==> src/rtl/condlogic_it.sv <==
// condlogic_it: ARM condition unit with NZCV, write gating, IT-block sequencer and selectable flag-write timing
module condlogic_it #(
  parameter int MAX_IT = 4,
  parameter bit FLAG_WB_DELAY = 1'b0
) (
  input  logic       clk,
  input  logic       reset,
  input  logic [3:0] Cond,
  input  logic [3:0] ALUFlags,
  input  logic [1:0] FlagW,
  input  logic       PCS,
  input  logic       NextPC,
  input  logic       RegW,
  input  logic       MemW,
  input  logic       NoWrite,
  input  logic       InstrDone,
  input  logic       ITStart,
  input  logic [3:0] ITCond,
  input  logic [2:0] ITLen,
  input  logic [3:0] ITThen,
  output logic       PCWrite,
  output logic       RegWrite,
  output logic       MemWrite,
  output logic [3:0] Flags,
  output logic       ITActive,
  output logic [1:0] ITSlot
);
  typedef enum logic {IDLE, ACTIVE} state_t;
  state_t state, state_nx;
  logic [1:0] slot, slot_nx;
  logic [3:0] it_cond, it_then, ec;
  logic [2:0] it_len, len_c;
  logic       load, inv, cond_ex, cond_exq;
  logic [1:0] fw, fw_q, fw_en;
  logic       n, z, c, v;
  assign {n, z, c, v} = Flags;
  assign len_c = (ITLen > 3'(MAX_IT)) ? 3'(MAX_IT) : ITLen;
  // slot 0 always uses the base condition; AL/NV-class conditions are never inverted
  assign inv = (state == ACTIVE) && !(it_then[slot] || slot == 2'd0) && (it_cond[3:1] != 3'b111);
  assign ec  = (state == ACTIVE) ? {it_cond[3:1], it_cond[0] ^ inv} : Cond;
  always_comb begin
    cond_ex = 1'b0;
    case (ec)
      4'b0000: cond_ex = z;
      4'b0001: cond_ex = !z;
      4'b0010: cond_ex = c;
      4'b0011: cond_ex = !c;
      4'b0100: cond_ex = n;
      4'b0101: cond_ex = !n;
      4'b0110: cond_ex = v;
      4'b0111: cond_ex = !v;
      4'b1000: cond_ex = c && !z;
      4'b1001: cond_ex = !c || z;
      4'b1010: cond_ex = (n == v);
      4'b1011: cond_ex = (n != v);
      4'b1100: cond_ex = !z && (n == v);
      4'b1101: cond_ex = z || (n != v);
      4'b1110: cond_ex = 1'b1;
      default: cond_ex = 1'b0;
    endcase
  end
  assign fw    = FlagW & {2{cond_ex}};
  assign fw_en = FLAG_WB_DELAY ? fw_q : fw;
  always_ff @(posedge clk or negedge reset) begin
    if (!reset) begin
      Flags    <= 4'b0;
      cond_exq <= 1'b0;
      fw_q     <= 2'b0;
    end else begin
      cond_exq <= cond_ex;
      fw_q     <= fw;
      if (fw_en[1]) Flags[3:2] <= ALUFlags[3:2];
      if (fw_en[0]) Flags[1:0] <= ALUFlags[1:0];
    end
  end
  assign RegWrite = RegW && cond_exq && !NoWrite;
  assign MemWrite = MemW && cond_exq;
  assign PCWrite  = NextPC || (PCS && cond_exq);
  always_ff @(posedge clk or negedge reset) begin
    if (!reset) begin
      state   <= IDLE;
      slot    <= 2'd0;
      it_cond <= 4'b0;
      it_then <= 4'b0;
      it_len  <= 3'd0;
    end else begin
      state <= state_nx;
      slot  <= slot_nx;
      if (load) begin
        it_cond <= ITCond;
        it_then <= ITThen;
        it_len  <= len_c;
      end
    end
  end
  // an InstrDone alongside ITStart belongs to the IT instruction, so IDLE ignores it
  always_comb begin
    state_nx = state;
    slot_nx  = slot;
    load     = 1'b0;
    if (state == IDLE) begin
      if (ITStart && ITLen != 3'd0) begin
        state_nx = ACTIVE;
        slot_nx  = 2'd0;
        load     = 1'b1;
      end
    end else if (InstrDone) begin
      if ((PCS && cond_exq) || ({1'b0, slot} == it_len - 3'd1)) begin
        state_nx = IDLE;
        slot_nx  = 2'd0;
      end else begin
        slot_nx = slot + 2'd1;
      end
    end
  end
  always_comb begin
    ITActive = (state == ACTIVE);
    ITSlot   = slot;
  end
endmodule

==> config.mk <==
export PLATFORM = sky130hd
export DESIGN_NAME = condlogic_it
export DESIGN_NICKNAME = d
export VERILOG_FILES = /design/src/rtl/condlogic_it.sv
export SDC_FILE = /design/constraint.sdc
export NUM_CORES = 1
export LEC_CHECK = 0
export BUFFER_PORTS_ARGS = -buffer_cell sky130_fd_sc_hd__buf_2
export CORE_MARGIN = 1
export CORE_UTILIZATION = 52
export CTS_CLUSTER_SIZE = 40
export DETAILED_ROUTE_END_ITERATION = 10
export PLACE_DENSITY = 0.88
export REMOVE_ABC_BUFFERS = 1
export SYNTH_ARGS = -nofsm -noshare
export SYNTH_HDL_FRONTEND = slang
export SYNTH_SLANG_ARGS = --single-unit
==> constraint.sdc <==
create_clock -name clk -period 3.5 [get_ports clk]
set_input_delay 0.7 -clock clk [delete_from_list [all_inputs] [get_ports clk]]
set_output_delay 0.7 -clock clk [all_outputs]
set_load 0.05 [all_outputs]
==> results.cfg <==
[run_status]
result_of_the_run = finished clean

[die]
std_cell_rows = 16
die_width_microns = 48.0
design.portCount = 40
core_area_sq_um = 1980
dieHeight_microns = 48.0
effective_utilization_at_floorplan = 0.555
dieArea_sq_um = 2300

[logic_synthesis]
post_synth_xor_area_fraction = 0.0478
synthTopCellsByArea = sky130_fd_sc_hd__dfrtp_1, sky130_fd_sc_hd__mux2_2, sky130_fd_sc_hd__mux2i_1
synth_seq_cells = 19
synthesis.yosys.warnings = 0
synthesis.instances = 95
yosysUniqueCellTypes = 35
largest_family_of_logic_cells_by_synthesized_area = multiplexers
compound_cell_area_share_of_the_yosys_netlist = 0.115
post_synth_fa_ha_maj_area_fraction = 0.0228
post_synth_and_or_nand_nor_area_fraction = 0.133
synth_area_sq_um = 1100
synth.largest_area_cell = sky130_fd_sc_hd__dfrtp_1
post-synth-top-area-fraction = 0.432
synth.yosys.seq_area_share = 0.432
syn_area_per_cell_sq_um = 11.6
synth.area.mux_share = 0.222

[timing]
fin_crit_sh = 0.763
post-route-min-period_ns = 2.67
final-setup-viol-count = 0
final.setup.tns_ns = 0
clock.fmax_mhz = 374
number_of_endpoints_with_negative_hold_slack_in_the_final_report = 0
finalClockSkew_ns = 0.00876
max_slew_margin = 0.318
slew_viol_final = 0
rsz_0062_raised_after_global_routing = no
postLayoutSetupSlackWorst_ns = 0.829
worst-slew-pin-transition_ns = 1.02

[route]
routed_wire_length_per_instance_microns = 13.6
vias = 886
remaining_drc_errors = 0
drt-vias-per-instance = 5.44
drtIter0Drc = 23
postRouteAntennaNets = 0
sum_of_routed_wire_length_over_all_layers_microns = 2220
detail_route.first_pass.iterations = 4

[power_and_ir_drop]
pwr_per_cell_area_nw_per_um2 = 1000
peakVddDrop_v = 0.000593
cellLeakagePower_nw = 0.637

[finish]
synthToLayoutAreaGrowth_pct = 22.3
most-common-layout-cells = sky130_fd_sc_hd__buf_2, sky130_fd_sc_hd__dfrtp_1, sky130_fd_sc_hd__mux2_2, sky130_fd_sc_hd__nand2_1
layout.cells.non_filler = 163
final_nets = 169
final_core_utilization = 0.679
antenna-diode-count = 0
final_common_cell = sky130_fd_sc_hd__buf_2
final_layout_size_suffix_gt1_frac = 0.449

[placement]
detailedPlace.worstSlack_ns = 0.859
io_buffer_count = 39
dp.cells = 159
dpl.hpwl_microns = 1730
place.gp.congestion = 0.746

[setup_path]
critPathCaptureType = register
critical_path_arrival_ns = 2.85
setup_slack_of_the_most_critical_reg_to_reg_path_ns = 0.83
worst_r2r_path_depth = 6
rr_startpoint = ITActive
crit_fanout = 11
path_buf_inv = 0
timing.critical_path.from_type = register
timing.critical_path.cells = mux2i_2 > o21ai_0 > a2111oi_0 > mux2i_1 > nand4_1 > mux2_1
critical-path-slowest-cell = sky130_fd_sc_hd__dfrtp_1
critPathMaxStageDelay_ns = 0.68
critical_path.top_delay_family = multiplexers
worst-setup-path-type = register to register
critical_path.reg2reg.endpoint = Flags[3]
data_required_time_of_the_worst_path_ns = 3.68

[clocking]
postCtsSetupBuffers = 0
tritoncts.num_buffers = 3
ctsHoldBuffers = 0
clk_root_buffer_cell = sky130_fd_sc_hd__clkbuf_4
cts.sinks = 19
cts_buffer_depth = 2
tritoncts = built
post_cts_resize_count = 0
clk_pin_slew_worst_paths_ns = 0.10
clk_latency_ns = 0.30
cts-htree-levels = 1

[global_route]
track_usage = 0.214
initial_antenna_violation_count = 0
grt_max_degree = 20
grt_pass1_wl_microns = 3350
grt_pass1_vias = 814
global_route.overflow_total = 0

[run]
maxCapViolCount = 0

[worst_hold_path]
hp-class = input pin to async pin
==> worst max-delay path by stage <==
stage | end | cells past startpoint | slack, ns | startpoint
floorplan | Flags[3] | 6 | 0.79 | ITSlot[0]
CTS | Flags[3] | 6 | 0.86 | ITActive
finish | Flags[3] | 6 | 0.83 | ITActive
global route | Flags[3] | 6 | 0.77 | ITActive
global placement | Flags[3] | 6 | 1.0 | ITSlot[0]
detailed placement | Flags[3] | 7 | 0.86 | Cond[1]
==> logic make-up after synthesis <==
kind of cell / after synthesis
compound gates: 16
flops: 19
mux: 21
xor+xnor: 6
buf+inv: 6
fa+ha+maj: 2
simple gates: 25
==> report_power, final <==
part	switching [mW]	leakage (nW)	internal (mW)
logic	0.433	0.394	0.346
registers	0.133	0.228	0.330
clock network	0.0644	0.0150	0.0444
==> registers in the layout, indices dropped and copies added, names as in the netlist <==
name	count
it_cond	4
ITActive	1
it_then	4
ITSlot	2
it_len	3
Flags	4
cond_exq	1
==> area by class of cell <==
type                       count  area (sq um)
clock buffer                   4          26.3
fill                         142           637
inverter                       4          15.0
multi-input combinational     70           599
sequential                    19           475
tap                           27          33.8
timing repair buffer          39           195
==> cell usage after synthesis (all sizes together) <==
cell type,instances
a2111oi,1
a21bo,1
a21o,2
a221oi,1
a31o,1
a31oi,1
a32o,1
and2,1
and3,1
and4b,1
buf,1
clkbuf,1
dfrtp,19
ha,2
inv,4
mux2,14
mux2i,6
mux4,1
nand2,7
nand3,2
nand3b,2
nand4,3
nor2,3
nor3,1
nor3b,1
o21ai,6
o21bai,1
o22ai,1
or3,3
xnor2,3
xor2,3
==> per-stage QoR <==
step / hold WS (ns) / cell area (sq um) / power [mW]
2_1_floorplan: 0.404 / 1080 / 1.06
3_3_place_gp: 0.489 / 1320 / 1.20
3_5_place_dp: 0.496 / 1320 / 1.24
4_1_cts: 0.325 / 1350 / 1.35
5_1_grt: 0.339 / 1350 / 1.44
6_report: 0.314 / 1350 / 1.35
==> routing by layer <==
| layer | global-route usage | wire [microns] | vias up |
|---|---|---|---|
| li1 | - | - | 437 |
| met1 | 0.265 | 956 | 419 |
| met2 | 0.357 | 1140 | 26 |
| met3 | 0.0415 | 99 | 4 |
| met4 | 0.106 | 29 | 0 |
| met5 | 0 | 0 | - |
==> worst reg2reg max path, delay by kind of cell, from the launching register on <==
family          cells  cell delay [ns]
simple gates        1             0.17
compound gates      2             0.65
mux                 3             1.04
flops               1             0.68
No activity file was read; power rests on OpenSTA's default activity.
